File: src/rtl/gprf_dbg_pkg.sv
// Shared types and constants for the debug-side GPRF access block.
package gprf_dbg_pkg;

  localparam int GPRF_ADR_W = 5;
  localparam int GPRF_NUM   = 32;

  // Burst direction as latched at command accept.
  localparam logic GPRF_DBG_RD = 1'b0;
  localparam logic GPRF_DBG_WR = 1'b1;

  typedef enum logic [2:0] {
    ST_IDLE,
    ST_WRITE,
    ST_READ,
    ST_RD_HOLD,
    ST_DONE
  } gprf_dbg_state_t;

  // Next register number; R31 rolls over to R0 so a full burst covers the file once.
  function automatic logic [GPRF_ADR_W-1:0] gprf_adr_next(input logic [GPRF_ADR_W-1:0] adr);
    return adr + GPRF_ADR_W'(1);
  endfunction

endpackage

File: src/rtl/gprf_dbg_access.sv
// Debug-side GPRF initiator: turns OCD read/write burst commands into
// GPRF address / write-strobe / data cycles while the core is halted.
module gprf_dbg_access
  import gprf_dbg_pkg::*;
#(
  parameter int LEN_W = 5
) (
  input  logic                  cp2,
  input  logic                  ireset,
  input  logic                  cp2en,
  input  logic                  dbg_halted,
  input  logic                  cmd_valid,
  output logic                  cmd_ready,
  input  logic                  cmd_wr,
  input  logic [GPRF_ADR_W-1:0] cmd_adr,
  input  logic [LEN_W-1:0]      cmd_len,
  input  logic                  wdata_valid,
  output logic                  wdata_ready,
  input  logic [7:0]            wdata,
  output logic                  rdata_valid,
  input  logic                  rdata_ready,
  output logic [7:0]            rdata,
  output logic                  gprf_sel,
  output logic [GPRF_ADR_W-1:0] gprf_adr,
  output logic                  gprf_wr,
  output logic [7:0]            gprf_din,
  input  logic [7:0]            gprf_dout,
  output logic                  done,
  output logic                  err
);

  gprf_dbg_state_t       state;
  logic [GPRF_ADR_W-1:0] cur_adr;
  logic [LEN_W-1:0]      remain;
  logic                  mode;
  logic                  err_q;

  logic live;
  logic cmd_accept;
  logic wr_hs;
  logic rd_hs;
  logic abort;
  logic last;

  // A cycle only does useful work when clock-enabled and the core is halted.
  assign live = cp2en & dbg_halted;

  // Commands are refused while reset is held so nothing is accepted and then lost.
  assign cmd_ready  = (state == ST_IDLE) & live & ireset;
  assign cmd_accept = cmd_valid & cmd_ready;

  assign wdata_ready = (state == ST_WRITE) & live;
  assign wr_hs       = wdata_ready & wdata_valid;
  assign rd_hs       = (state == ST_RD_HOLD) & rdata_valid & rdata_ready & live;

  // The port is owned for the whole burst; losing halt while owning it aborts.
  assign gprf_sel = (state == ST_WRITE) | (state == ST_READ) | (state == ST_RD_HOLD);
  assign abort    = gprf_sel & ~dbg_halted;
  assign last     = (remain == '0);

  // Write strobe and data are combinational so the GPRF captures the byte at
  // the edge that closes the write handshake; halt loss blocks it via live.
  assign gprf_wr  = wr_hs & (mode == GPRF_DBG_WR);
  assign gprf_din = gprf_wr ? wdata : 8'h00;
  assign gprf_adr = gprf_sel ? cur_adr : '0;

  assign done = (state == ST_DONE);
  assign err  = done & err_q;

  // Main FSM with registered read data, read valid and abort flag.
  always_ff @(posedge cp2) begin
    // NOTE: every register here is assigned with <= so all of them update
    // together from the values seen before the edge.
    if (!ireset) begin
      state       <= ST_IDLE;
      rdata       <= 8'h00;
      rdata_valid <= 1'b0;
      err_q       <= 1'b0;
    end else begin
      unique case (state)
        ST_IDLE: begin
          if (cmd_accept) begin
            err_q <= 1'b0;
            state <= (cmd_wr == GPRF_DBG_WR) ? ST_WRITE : ST_READ;
          end
        end

        ST_WRITE: begin
          if (abort) begin
            err_q <= 1'b1;
            state <= ST_DONE;
          end else if (wr_hs && last) begin
            state <= ST_DONE;
          end
        end

        ST_READ: begin
          if (abort) begin
            rdata_valid <= 1'b0;
            err_q       <= 1'b1;
            state       <= ST_DONE;
          end else if (cp2en) begin
            rdata       <= gprf_dout;
            rdata_valid <= 1'b1;
            state       <= ST_RD_HOLD;
          end
        end

        ST_RD_HOLD: begin
          if (abort) begin
            rdata_valid <= 1'b0;
            err_q       <= 1'b1;
            state       <= ST_DONE;
          end else if (rd_hs) begin
            rdata_valid <= 1'b0;
            state       <= last ? ST_DONE : ST_READ;
          end
        end

        // done is a single-cycle pulse even if the clock enable is low.
        ST_DONE: state <= ST_IDLE;

        default: state <= ST_IDLE;
      endcase
    end
  end

  // Burst address / remaining-count bookkeeping alongside the FSM.
  always_ff @(posedge cp2) begin
    if (!ireset) begin
      cur_adr <= '0;
      remain  <= '0;
      mode    <= GPRF_DBG_RD;
    end else if (cmd_accept) begin
      cur_adr <= cmd_adr;
      remain  <= cmd_len;
      mode    <= cmd_wr;
    end else if (wr_hs) begin
      cur_adr <= gprf_adr_next(cur_adr);
      if (!last) remain <= remain - LEN_W'(1);
    end else if (rd_hs && !last) begin
      cur_adr <= gprf_adr_next(cur_adr);
      remain  <= remain - LEN_W'(1);
    end
  end

endmodule

File: config.mk
export PLATFORM = sky130hd
export DESIGN_NAME = gprf_dbg_access
export DESIGN_NICKNAME = d
export VERILOG_FILES = /design/src/rtl/gprf_dbg_pkg.sv /design/src/rtl/gprf_dbg_access.sv
export SDC_FILE = /design/constraint.sdc
export NUM_CORES = 1
export LEC_CHECK = 0
export CELL_PAD_IN_SITES_DETAIL_PLACEMENT = 2
export CELL_PAD_IN_SITES_GLOBAL_PLACEMENT = 2
export CORE_AREA = 5 5 51 98
export CTS_BUF_LIST = sky130_fd_sc_hd__clkbuf_8
export DETAILED_ROUTE_END_ITERATION = 12
export DIE_AREA = 0 0 56 103
export DONT_BUFFER_PORTS = 1
export PLACE_DENSITY = 0.79
export SLEW_MARGIN = 20
export SYNTH_ARGS = -nofsm -noshare
export SYNTH_HDL_FRONTEND = slang
export SYNTH_SLANG_ARGS = --single-unit
export TNS_END_PERCENT = 30
File: constraint.sdc
create_clock -name cp2 -period 2.4 [get_ports cp2]
set_clock_uncertainty 0.2 [all_clocks]
set_input_delay 0.24 -clock cp2 [delete_from_list [all_inputs] [get_ports cp2]]
set_output_delay 0.24 -clock cp2 [all_outputs]
set_load 0.005 [all_outputs]
==> impl_summary.txt <==
----------------------------------------------------
[Run status]
  Outcome ... complete, no violations

[Clocking]
  Clock-pin slew on the worst setup and hold paths ... approximately 0.090 ns
  Count of buffers added by post-CTS timing repair for setup ... 0
  Number of buffers created by CTS ... 3
  Resized Gates After CTS ... 0
  Number of hold buffers added after CTS ... 16
  TritonCTS clock tree ... done
  Maximum buffer depth of the clock tree ... 2
  Number of clock sinks seen by CTS ... 24
  H-tree depth ... 1
  Root buf cell ... sky130_fd_sc_hd__clkbuf_8
  Skew-Pair Late Insertion Delay ... approximately 0.28 ns

[Critical path]
  Data arrival, critical path ... roughly 1.9 ns
  CP Launch Type ... flop
  Worst Path Required ... roughly 2.4 ns
  Worst Path Class, Setup ... flop to flop
  Crit path max fanout ... 9
  Critical path capture point type ... flop
  Slack of the worst reg-to-reg path ... ~0.43 ns

[Die]
  Initial core utilization ... 0.346
  Die Area ... ~5800 um2
  Die Span Y ... between 100 and 150 um
  Ports ... 62
  Floorplan row count ... 34
  Placeable core area ... roughly 4200 um2
  Chip width ... between 50 and 60 um

[Timing]
  Achievable Freq ... slightly above 0.5 GHz
  Tightest slew margin relative to the limit ... 0.594
  Final Critical Period ... roughly 2.0 ns
  Final period util ... 0.819
  Worst setup margin ... about 0.43 ns
  Number of pins with negative max-slew slack in the final report ... 0
  # setup viols final ... 0
  Setup repair after global routing missed its margin ... no
  Final hold violation count ... 0
  Summed negative setup slack over all endpoints ... 0 ns
  Actual slew at the worst max-slew pin ... 0.608 ns
  Worst Hold Margin ... roughly 0.0019 ns

[Detailed routing]
  Initial DRC count ... 4
  Ratio of routed vias to standard cells ... 5.66
  Detailed-route via count ... between 1,000 and 1,500
  Detailed-route DRC error count ... 0
  Routed WL ... a little under 5 mm
  DRT antenna net count ... 0
  Wire per inst ... 19.9 um
  Total iterations of the first detailed-routing run ... 3

[Final layout]
  Final Instance Count excl. Fillers ... 241
  Filler instances ... 468
  Layout area overhead ... 20.0%
  Count of inserted antenna diode cells ... 0
  Share of cells above drive strength 1 ... 0.123
  Final #Nets ... roughly 230

[Yosys]
  Syn nets ... around 210
  Summed instance area of the synthesized netlist ... 1460 um2
  Primary flip-flop cell chosen by synthesis mapping ... sky130_fd_sc_hd__dfxtp_1
  Synthesis Warnings ... 0
  Syn Inst Count ... 170
  Count of distinct cell types in the synthesized netlist ... 46
  Sequential-to-total area share from yosys stat ... 0.330
  #FFs+latches synth ... 24
  Post-synth ARST share ... 0
  Mean instance size in the synthesized netlist ... 8.57 um2
  Number of enable flip-flop cells after synthesis ... 0

[Global route]
  Congestion Overflow GR ... 0
  Pin count of the biggest net entering global routing ... 17
  Vias in the first global route ... 1,554
  Number of antenna violations at the first check in global routing ... 0
  Global-route wire length before repair ... between 7 and 8 mm
  Global Route Usage Sum ... 0.174

[Worst hold path]
  Type of the tightest min-delay check ... input pin to flop

[Placed design]
  Global placer's final weighted congestion ... approximately 0.78
  Port-buffer cells ... 0
  Total half-perimeter wirelength after legalization and detailed placement ... ~3.4 mm
  Cell total after placement ... about 220
  Worst-case setup slack after placement ... 0.450 ns

[Power and ir drop]
  Worst-case vdd ir drop ... ~0.49 mV
  Leak ... between 0.6 and 0.7 nW
  Pwr per Cell Area ... between 600 and 700 nW/um2

[Flow run]
  # Max-Cap Violations ... 0

----------------------------------------------------
stage by stage:
step / cell area (um2) / util / total power, mW
finish: 1750 / 0.415 / 1.21
global route: 1750 / 0.415 / 1.29
CTS: 1750 / 0.415 / 1.22
detailed placement: 1520 / 0.360 / 0.822
global placement: 1520 / 0.360 / 0.805
floorplan: 1460 / - / 0.736
power breakdown:
part	internal [mW]	leakage [nW]	total (mW)	switching, mW
registers	0.442	0.194	0.484	0.0424
clock network	0.223	0.0357	0.366	0.142
logic	0.164	0.438	0.359	0.195
total	0.830	0.668	1.21	0.379
registers in the layout (all words and copies together) (netlist names):
signal	cells
cur_adr	5
err_q	1
rdata	8
remain	5
rdata_valid	1
state	3
mode	1
worst max-delay path, stage by stage (launching register included):
cell	delay (ns)
sky130_fd_sc_hd__dfxtp_1	0.34
sky130_fd_sc_hd__inv_1	0.08
sky130_fd_sc_hd__ha_1	0.21
sky130_fd_sc_hd__nor4b_1	0.15
sky130_fd_sc_hd__buf_4	0.15
sky130_fd_sc_hd__o21ai_2	0.38
sky130_fd_sc_hd__mux2i_1	0.25
sky130_fd_sc_hd__a21oi_1	0.08
area by class of cell:
cell class | instances | area [um2] | share of cell area
multi-input cells | 132 | 905 | 0.518
clock buffers | 3 | 41.3 | 0.0236
clock inverters | 1 | 30.0 | 0.0172
flip-flops and latches | 24 | 480 | 0.275
well taps | 54 | 67.6 | 0.0387
inverters | 5 | 18.8 | 0.0107
repair buffers | 22 | 205 | 0.117
final timing paths:
check / to / cells after the start / start
worst min register to register: err_q / 2 / err_q
worst max register to register: cur_adr[1] / 7 / remain[0]
worst min-delay path: err_q / 3 / ireset
worst max-delay path: cur_adr[1] / 7 / remain[0]
per-layer routing:
| layer | part of all wire | track usage |
|---|---|---|
| met1 | 0.40 | 0.210 |
| met3 | 0.056 | 0.0426 |
| met5 | 0 | 0 |
| met4 | 0.011 | 0.0585 |
| met2 | 0.53 | 0.300 |
cell usage in the layout, fill, tap and decap left out, types with 4 or more instances in the layout:
master,count
sky130_fd_sc_hd__a21oi_1,9
sky130_fd_sc_hd__nor2_1,17
sky130_fd_sc_hd__dfxtp_1,24
sky130_fd_sc_hd__dlygate4sd3_1,16
sky130_fd_sc_hd__and3_1,11
sky130_fd_sc_hd__nand2_1,8
sky130_fd_sc_hd__mux2i_1,9
sky130_fd_sc_hd__buf_4,6
sky130_fd_sc_hd__nor3_1,12
sky130_fd_sc_hd__and2_1,8
sky130_fd_sc_hd__nand4_1,4
sky130_fd_sc_hd__a211oi_1,4
sky130_fd_sc_hd__inv_1,5
sky130_fd_sc_hd__o21ai_0,7
cell usage after synthesis, types with 2 or more instances:
cell | count | share of area
sky130_fd_sc_hd__dfxtp_1 | 24 | 0.33
sky130_fd_sc_hd__nor2_1 | 17 | 0.044
sky130_fd_sc_hd__nor3_1 | 12 | 0.041
sky130_fd_sc_hd__and3_1 | 11 | 0.047
sky130_fd_sc_hd__a21oi_1 | 9 | 0.031
sky130_fd_sc_hd__mux2i_1 | 9 | 0.062
sky130_fd_sc_hd__and2_1 | 8 | 0.034
sky130_fd_sc_hd__nand2_1 | 8 | 0.021
sky130_fd_sc_hd__o21ai_0 | 7 | 0.024
sky130_fd_sc_hd__inv_1 | 5 | 0.013
sky130_fd_sc_hd__a211oi_1 | 4 | 0.021
sky130_fd_sc_hd__clkbuf_1 | 4 | 0.010
sky130_fd_sc_hd__nand4_1 | 4 | 0.017
sky130_fd_sc_hd__buf_2 | 3 | 0.010
sky130_fd_sc_hd__ha_1 | 3 | 0.026
sky130_fd_sc_hd__nand3_1 | 3 | 0.010
sky130_fd_sc_hd__xnor2_1 | 3 | 0.018
sky130_fd_sc_hd__a21boi_0 | 2 | 0.010
sky130_fd_sc_hd__a31o_2 | 2 | 0.012
sky130_fd_sc_hd__and3_4 | 2 | 0.015
sky130_fd_sc_hd__buf_6 | 2 | 0.015
sky130_fd_sc_hd__nand2b_1 | 2 | 0.0086
sky130_fd_sc_hd__nor2b_1 | 2 | 0.0086
sky130_fd_sc_hd__o21ai_2 | 2 | 0.012
cells by family after synthesis:
kind of cell | share of synthesized area
AO/OA/AOI/OAI | 0.172
AND/OR/NAND/NOR | 0.338
buffers and inverters | 0.0490
flip-flops | 0.330
multiplexers | 0.0619
XOR/XNOR | 0.0241
adder cells (fa/ha/maj) | 0.0258
Power figures use the tool's default switching activity.
